### src/rtl/accum_sequencer.sv
// rtl/accum_sequencer.sv - step-paced load/add/shift sequencer owning the accumulator
// Optional saturating ADD with sticky overflow: define ACCUM_SEQ_SATURATE_EN.
module accum_sequencer #(
    parameter int WIDTH    = 5,
    parameter int DIV_BITS = 26
) (
    input  logic             clk,
    input  logic             reset,
    input  logic             start,
    input  logic             clear,
    input  logic [1:0]       op,
    input  logic [WIDTH-1:0] operand,
    input  logic [3:0]       count,
    output logic [WIDTH-1:0] acc,
    output logic [1:0]       sel,
    output logic             busy,
    output logic             done,
    output logic [3:0]       remaining,
    output logic             ovf
);

    typedef enum logic [1:0] {
        S_IDLE = 2'd0,
        S_RUN  = 2'd1,
        S_DONE = 2'd2
    } state_t;

    state_t              r_state;
    state_t              w_next;
    logic [DIV_BITS-1:0] r_presc;
    logic [WIDTH-1:0]    r_acc;
    logic [WIDTH-1:0]    r_operand;
    logic [1:0]          r_sel;
    logic [3:0]          r_rem;
    logic                w_step;
    logic [WIDTH-1:0]    w_step_acc;

    // A step fires on the edge where the prescaler wraps back to zero.
    assign w_step = (r_state == S_RUN) && (&r_presc);

`ifdef ACCUM_SEQ_SATURATE_EN
    logic [WIDTH:0] w_sum;
    logic           w_step_ovf;
    logic           r_ovf;
    assign w_sum = {1'b0, r_acc} + {1'b0, r_operand};
`else
    logic [WIDTH-1:0] w_sum;
    assign w_sum = r_acc + r_operand;
`endif

    always_comb begin
        w_step_acc = r_acc;
`ifdef ACCUM_SEQ_SATURATE_EN
        w_step_ovf = 1'b0;
`endif
        case (r_sel)
            2'b00: w_step_acc = r_operand;
            2'b01: begin
`ifdef ACCUM_SEQ_SATURATE_EN
                if (w_sum[WIDTH]) begin
                    w_step_acc = '1;
                    w_step_ovf = 1'b1;
                end else begin
                    w_step_acc = w_sum[WIDTH-1:0];
                end
`else
                w_step_acc = w_sum;
`endif
            end
            2'b10: w_step_acc = {r_acc[WIDTH-2:0], 1'b0};
            default: w_step_acc = {1'b0, r_acc[WIDTH-1:1]};
        endcase
    end

    always_comb begin
        w_next = r_state;
        if (clear) begin
            w_next = S_IDLE;
        end else begin
            case (r_state)
                S_IDLE: if (start) w_next = (count == 4'd0) ? S_DONE : S_RUN;
                S_RUN:  if (w_step && (r_rem == 4'd1)) w_next = S_DONE;
                S_DONE: w_next = S_IDLE;
                default: w_next = S_IDLE;
            endcase
        end
    end

    always_ff @(posedge clk or posedge reset) begin
        if (reset) begin
            r_state <= S_IDLE;
        end else begin
            r_state <= w_next;
        end
    end

    always_ff @(posedge clk or posedge reset) begin
        if (reset) begin
            r_acc     <= '0;
            r_operand <= '0;
            r_sel     <= 2'b00;
            r_rem     <= 4'd0;
            r_presc   <= '0;
        end else if (clear) begin
            r_acc     <= '0;
            r_sel     <= 2'b00;
            r_rem     <= 4'd0;
            r_presc   <= '0;
        end else begin
            case (r_state)
                S_IDLE: begin
                    if (start) begin
                        r_sel     <= op;
                        r_operand <= operand;
                        r_rem     <= count;
                        r_presc   <= '0;
                    end
                end
                S_RUN: begin
                    r_presc <= r_presc + DIV_BITS'(1);
                    if (w_step) begin
                        r_acc <= w_step_acc;
                        r_rem <= r_rem - 4'd1;
                    end
                end
                S_DONE: r_sel <= 2'b00;
                default: r_sel <= 2'b00;
            endcase
        end
    end

`ifdef ACCUM_SEQ_SATURATE_EN
    always_ff @(posedge clk or posedge reset) begin
        if (reset) begin
            r_ovf <= 1'b0;
        end else if (clear || ((r_state == S_IDLE) && start)) begin
            r_ovf <= 1'b0;
        end else if (w_step && w_step_ovf) begin
            r_ovf <= 1'b1;
        end
    end
    assign ovf = r_ovf;
`else
    assign ovf = 1'b0;
`endif

    assign acc       = r_acc;
    assign sel       = r_sel;
    assign remaining = r_rem;
    assign busy      = (r_state != S_IDLE);
    assign done      = (r_state == S_DONE);

endmodule

### config.mk
export PLATFORM = sky130hd
export DESIGN_NAME = accum_sequencer
export DESIGN_NICKNAME = d
export VERILOG_FILES = /design/src/rtl/accum_sequencer.sv
export SDC_FILE = /design/constraint.sdc
export NUM_CORES = 1
export LEC_CHECK = 0
export BUFFER_PORTS_ARGS = -buffer_cell sky130_fd_sc_hd__buf_2
export CAP_MARGIN = 20
export CORE_MARGIN = 10
export CORE_UTILIZATION = 55
export CTS_BUF_LIST = sky130_fd_sc_hd__clkbuf_8
export DETAILED_ROUTE_END_ITERATION = 6
export PLACE_DENSITY_LB_ADDON = 0.2
export SKIP_CTS_REPAIR_TIMING = 1
export SKIP_LAST_GASP = 1
export SLEW_MARGIN = 20
export SYNTH_ARGS = -nofsm -noshare
export SYNTH_HDL_FRONTEND = slang
export SYNTH_SLANG_ARGS = --single-unit
### constraint.sdc
create_clock -name clk -period 2.28 [get_ports clk]
set_input_delay 0.228 -clock clk [delete_from_list [all_inputs] [get_ports clk]]
set_output_delay 0.228 -clock clk [all_outputs]
set_load 0.005 [all_outputs]
## Word-level counts from Yosys, hierarchy flattened

Cells that the tools add are included.

| cells by class | value |
|---|---|
| add/sub/neg operators | 3 |
| $mul | 0 |
| div/mod/pow operators | 0 |
| $lt $le $gt $ge | 0 |
| equal/unequal tests | 9 |
| shift operators | 0 |
| multiplexer cells | 19 |
| bitwise gates (word level) | 1 |
| reduce and logical (&&, ||, !) cells | 16 |

Operator list:

| kind | number |
|---|---|
| $mux 26 | 2 |
| $pmux 26 s2 | 1 |
| $add 26x1->26 const B | 1 |
| $reduce_and 26->1 | 1 |
| $mux 5 | 3 |
| $pmux 5 s3 | 1 |
| $mux 2 | 6 |
| $mux 4 | 3 |
| $pmux 2 s2 | 2 |
| $pmux 4 s2 | 1 |
| $reduce_and 2->1 | 4 |
| $ne 3x3->1 const B | 2 |
| $reduce_and 3->1 | 2 |
| $reduce_bool 2->1 | 3 |
| $add 5x5->5 | 1 |
| $eq 2x1->1 const B | 2 |
| $eq 2x2->1 const B | 2 |
| $eq 4x1->1 const B | 1 |
| $logic_not 2->1 | 2 |
| $logic_not 4->1 | 1 |
| $sub 4x1->4 const B | 1 |
| $ne 3x2->1 const B | 1 |
| $reduce_bool 3->1 | 1 |
| $logic_and 1x1->1 | 2 |
| 2 further kinds | 2 |

| storage, ports and cells | value |
|---|---|
| register bits after elaboration | 44 |
| latch bits | 0 |
| bits in writable memories | 0 |
| ROM bits | 0 |
| input port bits | 15 |
| output and inout port bits | 14 |
| logic and storage cells | 54 |
| memories | 0 |

## Longest topological paths before layout

| depth | value |
|---|---|
| depth in word-level cells | 6 |
| gate-level depth with buffers | 8 |
| mapped depth without buffers | 8 |

## Least setup slack after synthesis

OpenSTA, ideal clock, no wires.

| timing | value |
|---|---|
| path kind | register -> register |
| from | reg r_acc[0], in the netlist acc[0] |
| to | reg r_acc[4], in the netlist acc[4] |
| arrival time | 1.965 ns |
| slack | 0.187 ns |
| stages on the path, launching flop included | 9 |
| clock period less this slack | 2.093 ns |
| cells stage by stage | dfrtp_1 > ha_1 > inv_1 > fa_1 > nand2b_1 > a21oi_1 > mux2_2 > nor4_1 > nor3_1 |

| between the ends | value |
|---|---|
| cells in the longest elaborated chain, start to end | 5 |

Ends and longest elaborated chain:

| item | line | RTL |
|---|---|---|
| start, declared | 31 | `logic [WIDTH-1:0] r_acc;` |
| start signal, assigned | 122 | `r_acc <= w_step_acc;` |
| $add 5x5->5 | 48 | `assign w_sum = r_acc + r_operand;` |
| $pmux 5 s3 | 56 | `case (r_sel)` |
| $mux 5 | 121 | `if (w_step) begin` |
| $mux 5 | 110 | `case (r_state)` |
| $mux 5 | 104 | `end else if (clear) begin` |

No other way between the ends. The select of a mux whose other input is x is not followed.
A chain may end at the register's enable or synchronous reset.

## Final worst setup path

| timing | value |
|---|---|
| from | reg r_operand[0] |
| to | reg r_acc[4], in the netlist acc[4] |

| between the ends | value |
|---|---|
| cells in the longest elaborated chain, start to end | 5 |

Ends and longest elaborated chain:

| item | line | RTL |
|---|---|---|
| start, declared | 32 | `logic [WIDTH-1:0] r_operand;` |
| start signal, assigned | 114 | `r_operand <= operand;` |
| $add 5x5->5 | 48 |  |
| $pmux 5 s3 | 56 |  |
| $mux 5 | 121 |  |
| $mux 5 | 110 |  |
| $mux 5 | 104 |  |

No other way between the ends. The select of a mux whose other input is x is not followed.

==> results.toml <==
[clock_network]
clockBufferDepth = 2
cts_tree = "yes"
clock-root-buffer = "clkbuf_8"
cts_buffers = 5
clk_pin_slew_ps = 80
clk_latency_ps = 300
cts_sinks = 44
htree_levels = 2

[sta]
worstMarginPinSlew_ps = 564
skew_ps = 9.77
min_period_ps = 2180
max_freq_mhz = 459
hold_violations = 0
finalSetupViolCount = 0
slew_viol_final = 0
finalWorstSetupSlack_ps = 102
period_share = 0.955
max_slew_margin = 0.624
setup-tns-final_ps = 0
rsz0062_at_grt = "no"

[drt]
antenna_left = 0
vias = 2000
finalWirelength_microns = 5560
routedWlPerCell_microns = 15.6
drc_errors = 0
first_pass_iters = 4
vias_per_cell = 5.63
drt_iter0_markers = 95

[place]
numPortBuffers = 27
post-place-ws_ps = 84.2
hpwl_microns = 3890
place_inst = 348
routabilityCongestion = 0.825

[synthesis]
ys_seq_elements = 44
synth_enable_flop_cells = 0
synthesis.nets = 293
ys_seq_area_frac = 0.424
synth.avg_cell_area_sq_um = 9.62
postSynthCellCount = 270
ys_types = 49
synth_warnings = 0
async_flop_share = 1.00
syn_area_sq_um = 2600
ys.flop_type = "dfrtp_1"

[critical_path]
critPathRequiredTime_ps = 2460
start_kind = "register"
crit_type = "register to register"
rrSetupSlack_ps = 100
path_max_fanout = 3
critPathCaptureType = "register"
cp.arrival_ps = 2360

[final_layout]
area_growth_pct = 12.3
utilization = 0.652
most-common-layout-cells = "44 x dfrtp_1, 41 x nor2_1, 27 x buf_2"
seqCellArea_sq_um = 1100
drive_gt1_frac = 0.211
layout_commonest_cell = "dfrtp_1"
fill_cells = 364
nNetsFinal = 326
multi_input_area_sq_um = 1400
final_cells = 355
diodes = 0

[global_route]
grt_antenna_before_repair = 0
grt.total_usage = 0.149
grt_first_pass_wirelength_microns = 9320
grt-ovfl-total = 0
grt_max_degree = 45
grt_pass1_vias = 1945

[min_path]
hold_path_class = "primary input to asynchronous set/reset pin"

[pwr]
p_per_area_nw_per_um2 = 565
irDropWorstVdd_uv = 322
leakagePower_nw = 1.29

[status]
outcome = "completed"

[die]
row_count = 24
core_sq_um = 4470
dieWidth_microns = 88.7
initial_core_util = 0.580
ioPinCount = 29
die_area_sq_um = 7870
fp.dieH_microns = 88.7

[job]
maxCapViolCount = 0
==> state kept, by name, indices dropped and copies added, names as in the netlist <==
| register | count |
|---|---|
| r_presc | 26 |
| acc | 5 |
| r_operand | 5 |
| remaining | 4 |
| r_state | 2 |
| sel | 2 |
==> metal layers <==
metal,GRT usage,share of wire,up-vias
met5,0,0,-
li1,-,-,1007
met2,0.223,0.46,44
met1,0.201,0.47,944
met3,0.0404,0.064,5
met4,0.0529,0.010,0
==> critical path, stage by stage (launching register included) <==
cell	delay, ps
dfrtp_1	380
ha_1	190
inv_1	60
fa_1	390
nand2b_1	170
a21oi_2	170
mux2_2	350
nor4_1	260
nor3_1	90
==> synthesized netlist by cell type, types with 5 or more instances <==
cell type,n,share of area
nand4_1,7,0.017
ha_1,7,0.034
nor2_1,41,0.059
nor4_1,10,0.024
buf_2,5,0.0096
nand3_1,10,0.019
inv_1,11,0.016
xnor2_1,15,0.051
nand2_1,13,0.019
xor2_1,10,0.034
mux2i_1,7,0.027
nor3_1,6,0.012
dfrtp_1,44,0.42
o21ai_0,7,0.013
mux2_2,5,0.022
a21oi_1,11,0.021
==> path summary, 6_finish.rpt <==
check / start / end / cells past startpoint
worst min-delay path: reset / r_presc[3]$_DFFE_PP0P_ / 3
worst max register to register: r_operand[0]$_DFFE_PP0P_ / acc[4]$_DFFE_PP0P_ / 8
worst max-delay path: r_operand[0]$_DFFE_PP0P_ / acc[4]$_DFFE_PP0P_ / 8
min in group clk: operand[1] / r_operand[1]$_DFFE_PP0P_ / 3
worst min register to register: r_presc[0]$_DFFE_PP0P_ / r_presc[0]$_DFFE_PP0P_ / 1
max in group asynchronous: reset / r_presc[4]$_DFFE_PP0P_ / 3
==> report_power, final <==
part,internal [mW],leakage [nW],switching (mW)
clock network,0.270,0.0503,0.266
registers,0.815,0.599,0.0406
logic,0.120,0.645,0.136
total,1.21,1.29,0.442
==> area by class of cell <==
type	count	area share
repair buffers	38	0.0746
clock buffers	7	0.0330
multi-input cells	203	0.478
well taps	52	0.0223
flip-flops and latches	44	0.378
inverters	11	0.0142
==> cell families after synthesis <==
kind of cell	after synthesis	share of synthesized area
simple gates	125	0.268
flops	44	0.424
compound gates	30	0.0747
xor+xnor	25	0.0843
buf+inv	23	0.0400
mux	14	0.0660
fa+ha+maj	8	0.0414
other cells	1	0.00144
==> stage by stage <==
step / hold slack, ps / power, mW / instance area (sq um)
2_1_floorplan: 345 / 1.05 / 2600
3_3_place_gp: 392 / 1.12 / 2820
3_5_place_dp: 400 / 1.13 / 2820
4_1_cts: 75.7 / 1.66 / 2910
5_1_grt: 107 / 1.72 / 2920
6_report: 52.8 / 1.65 / 2920
No activity file was read; power rests on OpenSTA's default activity.
